--- config.mk ---
export PLATFORM = sky130hd
export DESIGN_NAME = mem_arbiter
export DESIGN_NICKNAME = d
export VERILOG_FILES = /design/src/rtl/mem_arb_pkg.sv /design/src/rtl/rr_pick.sv /design/src/rtl/mem_arbiter.sv
export SDC_FILE = /design/constraint.sdc
export NUM_CORES = 1
export LEC_CHECK = 0
export BUFFER_PORTS_ARGS = -buffer_cell sky130_fd_sc_hd__buf_4
export CAP_MARGIN = 20
export CORE_MARGIN = 3
export CORE_UTILIZATION = 40
export CTS_CLUSTER_SIZE = 20
export DETAILED_ROUTE_END_ITERATION = 8
export GPL_ROUTABILITY_DRIVEN = 0
export GPL_TIMING_DRIVEN = 0
export HOLD_SLACK_MARGIN = 0.06
export PLACE_DENSITY = 0.83
export SLEW_MARGIN = 20
export SYNTH_ARGS = -nofsm -noshare
export SYNTH_HDL_FRONTEND = slang
export SYNTH_SLANG_ARGS = --single-unit
export TNS_END_PERCENT = 100
--- constraint.sdc ---
create_clock -name clk -period 2.59 [get_ports clk]
set_input_delay 0.1295 -clock clk [delete_from_list [all_inputs] [get_ports clk]]
set_output_delay 0.1295 -clock clk [all_outputs]
set_load 0.01 [all_outputs]
--- src/rtl/mem_arb_pkg.sv ---
`default_nettype none
// ---------------------------------------------------------------------------
// mem_arb_pkg : shared types and constants for the native memory arbiter. Rev 1.0
// ---------------------------------------------------------------------------
package mem_arb_pkg;

    typedef enum logic [1:0] {
        ST_IDLE = 2'd0,
        ST_BUSY = 2'd1,
        ST_RESP = 2'd2
    } state_t;

    localparam logic [31:0] BAD_DATA = 32'hDEAD_BEEF;

    function automatic int idx_width(input int n);
        return (n > 1) ? $clog2(n) : 1;
    endfunction

endpackage
`default_nettype wire

--- src/rtl/rr_pick.sv ---
`default_nettype none
// ---------------------------------------------------------------------------
// rr_pick : combinational rotate-priority selector (first set bit from ptr up). Rev 1.0
// ---------------------------------------------------------------------------
module rr_pick #(
    parameter int N     = 2,
    parameter int IDX_W = 1
) (
    input  logic [N-1:0]     req,
    input  logic [IDX_W-1:0] ptr,
    output logic             any,
    output logic [IDX_W-1:0] idx
);

    logic [IDX_W-1:0] cand;

    // Scan offsets from the far end back towards ptr so the nearest hit wins.
    always_comb begin
        any  = |req;
        idx  = '0;
        cand = '0;
        for (int i = N - 1; i >= 0; i--) begin
            cand = IDX_W'((int'(ptr) + i) % N);
            if (req[cand]) begin
                idx = cand;
            end
        end
    end

endmodule
`default_nettype wire

--- src/rtl/mem_arbiter.sv ---
`default_nettype none
// ---------------------------------------------------------------------------
// mem_arbiter : round-robin sharing of one native memory port, with watchdog. Rev 1.0
// ---------------------------------------------------------------------------
module mem_arbiter
    import mem_arb_pkg::*;
#(
    parameter  int N_REQ          = 2,
    parameter  int ADDR_W         = 32,
    parameter  int DATA_W         = 32,
    parameter  int TIMEOUT_CYCLES = 0,
    localparam int IDX_W          = idx_width(N_REQ),
    localparam int STRB_W         = DATA_W / 8
) (
    input  logic                      clk,
    input  logic                      resetn,
    input  logic [N_REQ-1:0]          req_valid,
    output logic [N_REQ-1:0]          req_ready,
    input  logic [N_REQ*ADDR_W-1:0]   req_addr,
    input  logic [N_REQ*DATA_W-1:0]   req_wdata,
    input  logic [N_REQ*STRB_W-1:0]   req_wstrb,
    output logic [DATA_W-1:0]         req_rdata,
    output logic                      mem_valid,
    input  logic                      mem_ready,
    output logic [ADDR_W-1:0]         mem_addr,
    output logic [DATA_W-1:0]         mem_wdata,
    output logic [STRB_W-1:0]         mem_wstrb,
    input  logic [DATA_W-1:0]         mem_rdata,
    output logic [IDX_W-1:0]          grant_id,
    output logic                      timeout
);

    localparam int                CNT_W    = (TIMEOUT_CYCLES > 0) ? $clog2(TIMEOUT_CYCLES + 1) : 1;
    localparam logic [DATA_W-1:0] BAD_WORD = DATA_W'(BAD_DATA);

    state_t            state;
    logic [IDX_W-1:0]  rr_ptr;
    logic [CNT_W-1:0]  wd_cnt;

    logic              pick_any;
    logic [IDX_W-1:0]  pick_idx;
    logic [ADDR_W-1:0] sel_addr;
    logic [DATA_W-1:0] sel_wdata;
    logic [STRB_W-1:0] sel_wstrb;
    logic [N_REQ-1:0]  grant_onehot;
    logic [IDX_W-1:0]  next_ptr;
    logic              wd_last;

    rr_pick #(
        .N     (N_REQ),
        .IDX_W (IDX_W)
    ) u_pick (
        .req (req_valid),
        .ptr (rr_ptr),
        .any (pick_any),
        .idx (pick_idx)
    );

    assign sel_addr     = req_addr [int'(pick_idx) * ADDR_W +: ADDR_W];
    assign sel_wdata    = req_wdata[int'(pick_idx) * DATA_W +: DATA_W];
    assign sel_wstrb    = req_wstrb[int'(pick_idx) * STRB_W +: STRB_W];
    assign grant_onehot = N_REQ'(1) << grant_id;
    assign next_ptr     = (grant_id == IDX_W'(N_REQ - 1)) ? '0 : grant_id + IDX_W'(1);

    // Terminal count is the last BUSY cycle without a response; a response
    // arriving in that same cycle takes priority in the FSM below.
    assign wd_last = (TIMEOUT_CYCLES > 0) && (wd_cnt == CNT_W'(TIMEOUT_CYCLES - 1));

    always_ff @(posedge clk or negedge resetn) begin
        if (!resetn) begin
            state     <= ST_IDLE;
            rr_ptr    <= '0;
            wd_cnt    <= '0;
            req_ready <= '0;
            req_rdata <= '0;
            mem_valid <= 1'b0;
            mem_addr  <= '0;
            mem_wdata <= '0;
            mem_wstrb <= '0;
            grant_id  <= '0;
            timeout   <= 1'b0;
        end else begin
            req_ready <= '0;
            timeout   <= 1'b0;
            case (state)
                ST_IDLE: begin
                    if (pick_any) begin
                        mem_valid <= 1'b1;
                        mem_addr  <= sel_addr;
                        mem_wdata <= sel_wdata;
                        mem_wstrb <= sel_wstrb;
                        grant_id  <= pick_idx;
                        state     <= ST_BUSY;
                    end
                end
                ST_BUSY: begin
                    if (mem_ready) begin
                        req_rdata <= mem_rdata;
                        mem_valid <= 1'b0;
                        req_ready <= grant_onehot;
                        state     <= ST_RESP;
                    end else if (wd_last) begin
                        req_rdata <= BAD_WORD;
                        mem_valid <= 1'b0;
                        req_ready <= grant_onehot;
                        timeout   <= 1'b1;
                        state     <= ST_RESP;
                    end else if (TIMEOUT_CYCLES > 0) begin
                        wd_cnt <= wd_cnt + CNT_W'(1);
                    end
                end
                ST_RESP: begin
                    rr_ptr <= next_ptr;
                    wd_cnt <= '0;
                    state  <= ST_IDLE;
                end
                default: begin
                    state <= ST_IDLE;
                end
            endcase
        end
    end

endmodule
`default_nettype wire

* After elaboration in Yosys (flattened, before gate mapping)
Index checks and enable logic that the tools add are counted.
Operators by class: add/sub/neg operators 2, magnitude comparators 2, eq/ne operators 4, shifts and indexed selects 4, muxes and demuxes 15, reductions and logical operators 7
Operators by type and width (number):
- $shiftx 64x7->32 | 2
- $mux 1 | 9
- $mux 2 | 4
- $shiftx 8x4->4 | 1
- $reduce_and 2->1 | 3
- $lt 1x2->1 const B | 2
- $ne 2x2->1 const B | 2
- $pmux 2 s2 | 1
- $reduce_and 3->1 | 1
- $add 1x1->1 const B | 2
- $eq 2x1->1 const B | 1
- $eq 2x2->1 const B | 1
- $logic_not 2->1 | 1
- $pmux 1 s2 | 1
- $reduce_bool 2->1 | 1
- $reduce_or 2->1 | 1
- $shl 1x1->2 const A | 1
Storage, ports and cells: register bits 107

* Logic depth before layout (Yosys ltp)
depth in word-level cells 6, mapped depth 8, gate-level depth less buffers 3

* Hierarchy
Synthesis repeated with hierarchy kept, for this count alone.
Unflattened totals: cell total of the unflattened synthesis 312, area, all modules 4918.5 um2
Modules (own cells, without submodules):
- mem_arbiter | instances 1, cells an instance 309, area each 4901.0 um2, seq. area each 2677.6 um2
- rr_pick | instances 1, cells an instance 3, area each 17.5 um2, seq. area each 0.0 um2

* Worst setup path after synthesis
Ideal clock, no wire load.
kind flip-flop to flip-flop, start point reg state[0], end point reg req_rdata[10], setup time 125 ps, arrival time 1330 ps, setup slack 1135 ps, stages on the path, launching flop included 5, path buffers 2, cell sequence dfrtp_1 nand3b_1 clkbuf_1 buf_2 mux2_2
On the way: longest elaborated chain between the ends 2
Ends and longest elaborated chain:
- start, declared | RTL line mem_arbiter.sv:36 | state_t state;
- start signal, assigned | RTL line mem_arbiter.sv:71 | state <= ST_IDLE;
- start signal, assigned | RTL line mem_arbiter.sv:93 | state <= ST_BUSY;
- start signal, assigned | RTL line mem_arbiter.sv:101 | state <= ST_RESP;
- $eq 2x1->1 | RTL line mem_arbiter.sv:85 | case (state)
- $reduce_and 2->1 (no line)
- end signal, assigned | RTL line mem_arbiter.sv:98 | req_rdata <= mem_rdata;
- end, declared | RTL line mem_arbiter.sv:22 | output logic [DATA_W-1:0] req_rdata,
Every way passes these cells. A chain may end at the register's enable or synchronous reset.

* Worst setup path in the final report
start point reg state[0], end point reg mem_addr[1]
On the way: longest elaborated chain between the ends 2
Ends and longest elaborated chain:
- $logic_not 2->1 | RTL line mem_arbiter.sv:85
- $reduce_and 2->1 (no line)
- end signal, assigned | RTL line mem_arbiter.sv:89 | mem_addr <= sel_addr;
- end, declared | RTL line mem_arbiter.sv:25 | output logic [ADDR_W-1:0] mem_addr,
Every way passes these cells.

==> run_results.csv <==
group,metric,value,unit
outcome,outcome,"finished, final reports clean",
floorplanning,io_pins,278,
critical_path,ff2ff_path_depth,6,
min_path,hold_class,"in2reg",
drt,drtIter0Drc,551,
drt,antenna_left,0,
pwr,leakagePower,3.58,nW
critical_path,reg2reg_from,"state[0]",
synth,ys_ff_latch,107,
floorplanning,die_w,117,um
sta,fin_ws,0.252,ns
synth,syn_area,4920,um^2
final_layout,syn_to_final_growth,62.2,%
floorplanning,die_h,117,um
sta,rsz0062_at_grt,"no",
critical_path,cp-endpoint,"mem_addr[1]",
placement,placedCellCount,909,
pwr,combPwrFrac,48.5,%
critical_path,rr_endpoint,"mem_addr[1]",
drt,vias,5337,
sta,layout_min_cycle_time,2.34,ns
sta,hold_viol,0,
final_layout,final_common_cell,"buf_4",
pwr,vdd_drop_max,0.500,mV
final_layout,stdcell_area,7980,um^2
critical_path,end_kind,"register",
run,cap_violations,0,
final_layout,utilization,68.1,%
grt,grt_max_degree,108,
floorplanning,start_util,42.0,%
final_layout,fillers,897,
sta,slew_headroom,34.3,%
drt,firstDrtPassIters,6,
synth,ys_seq_area_share,54.4,%
critical_path,rrSetupSlack,0.25,ns
clock_network,cts_tree,"done",
critical_path,startpoint,"state[0]",
drt,totalWireLength,18800,um
final_layout,final_cell_mix,"buf_4, dfrtp_1, o21ai_0",
clock_network,postCtsSetupRepairBufs,0,
grt,grt_pass1_vias,5434,
final_layout,final-seq-area,2680,um^2
critical_path,required,2.82,ns
critical_path,start_kind,"register",
grt,grt_pass1_wl,27600,um
sta,drv_slew,0,
pwr,intPower,5.38,mW
drt,via_per_inst,5.46,
critical_path,critPathMaxFanout,10,
clock_network,clk_path_buf_depth,2,
grt,track_usage,26.3,%
sta,finalSetupViolCount,0,
pwr,p_per_area,1080,nW/um^2
sta,fin_setup_tns,0,ns
pwr,seqPwrFrac,35.0,%
clock_network,clock-sinks,107,
clock_network,cts_buffers,9,
synth,synth_area_per_cell,10.0,um^2
pwr,pwr-share-clk,16.5,%
sta,finClkSkew,0.00646,ns
placement,hpwl,13300,um
floorplanning,dieArea,13700,um^2
sta,holdWs,0.0694,ns
drt,wl_per_cell,19.3,um
clock_network,htree_levels,3,
clock_network,clk_pin_slew,0.07,ns
placement,detailed_place.area,7170,um^2
synth,synthCells,491,
pwr,total_power,8.61,mW
pwr,power_switching,3.24,mW
clock_network,worstSkewPairLatency,0.34,ns
critical_path,crit_type,"reg2reg",
final_layout,finalNetCount,1000,
synth,ys.warnings.count,0,
floorplanning,rows,39,
clock_network,root_buffer,"clkbuf_16",
critical_path,worstPathArrival,2.57,ns
final_layout,multi_input_area,1960,um^2
placement,pre_cts_ws,0.542,ns
grt,gr-total-overflow,0,
placement,portBuffers,275,
pwr,power_switching_share,37.6,%
sta,worst_pin_slew,0.986,ns
drt,drcViolationCount,0,
grt,antenna_found_initial,1,
synth,synth.distinct_cells,22,
floorplanning,coreArea,11700,um^2
final_layout,fin_cells,977,
synth,synth_nets,664,
sta,fmax,0.428,GHz
sta,period_share,90.3,%
final_layout,drive_gt1_share,41.8,%
==> sequential cells by signal (all words and copies together) (netlist names) <==
signal	flops
grant_id	1
mem_addr	32
mem_valid	1
mem_wdata	32
mem_wstrb	4
req_rdata	32
req_ready	2
rr_ptr	1
state	2
==> kinds of logic after synthesis <==
group,synth area share (%)
other,0.0762
and+or+nand+nor,8.47
AOI/OAI and AO/OA,24.1
DFF,54.4
buffers and inverters,5.62
muxes,7.33
==> worst max-delay path, stage by stage (launching register included) <==
cell           delay (ns)
dfrtp_1              0.41
nor2_1               0.55
and2_1               0.24
buf_6                0.13
buf_2                0.22
a31oi_1              0.11
dlygate4sd3_1        0.57
==> power groups by stage <==
stage	Combinational [mW]	Clock, mW	Sequential [mW]
2_1_floorplan	1.63	0	3.33
4_1_cts	4.15	1.43	3.00
3_3_place_gp	3.97	0	2.97
3_5_place_dp	4.06	0	3.02
6_report	4.18	1.42	3.02
5_1_grt	4.51	1.51	3.10
==> Yosys cell counts <==
library cell    n  area [um^2]
dfrtp_1       107         2680
o21ai_0        71          355
nand3_1        69          345
a21oi_1        68          340
a31oi_1        58          363
clkbuf_1       41          154
mux2_2         32          360
buf_2          11         55.1
a31oi_2        10          125
buf_6           4         45.0
nand2_1         4         15.0
nand2b_1        3         18.8
nor2_1          3         11.3
inv_1           2         7.51
and2_1          1         6.26
buf_1           1         3.75
buf_4           1         7.51
conb_1          1         3.75
inv_2           1         3.75
nand3b_1        1         7.51
nor2b_1         1         6.26
or2_1           1         6.26
==> area by class of cell <==
type	count	area share, %
repair buffers	325	32.2
clock buffers	13	3.26
clock inverters	3	0.580
inverters	3	0.141
diodes	2	0.0627
well taps	143	2.24
flip-flops and latches	107	33.6
plain buffers	58	3.32
multi-input cells	323	24.6
==> worst min path at each step <==
stage,startpoint,to,slack (ns),cells after the start
after floorplan,resetn,grant_id,-0.17,0
after global placement,mem_ready,state[0],0.34,2
after detailed placement,resetn,req_rdata[6],0.32,1
after CTS,req_addr[37],mem_addr[5],0.06,3
after global routing,req_wdata[15],mem_wdata[15],0.07,3
final,req_addr[37],mem_addr[5],0.07,3
==> repair_timing <==
| item | 4_1_cts | 5_1_grt |
|---|---|---|
| endpoints found under the hold margin | 154 | 0 |
| setup endpoints to repair | 0 | 0 |
| gates resized for setup | 0 | 0 |
| hold buffers | 50 | 0 |
==> layer usage <==
metal,GRT usage [%],part of all wire [%]
met2,47.3,51
met3,5.91,8.0
met5,0,0
met1,30.0,38
met4,11.2,3.1
Power figures use the tool's default switching activity.
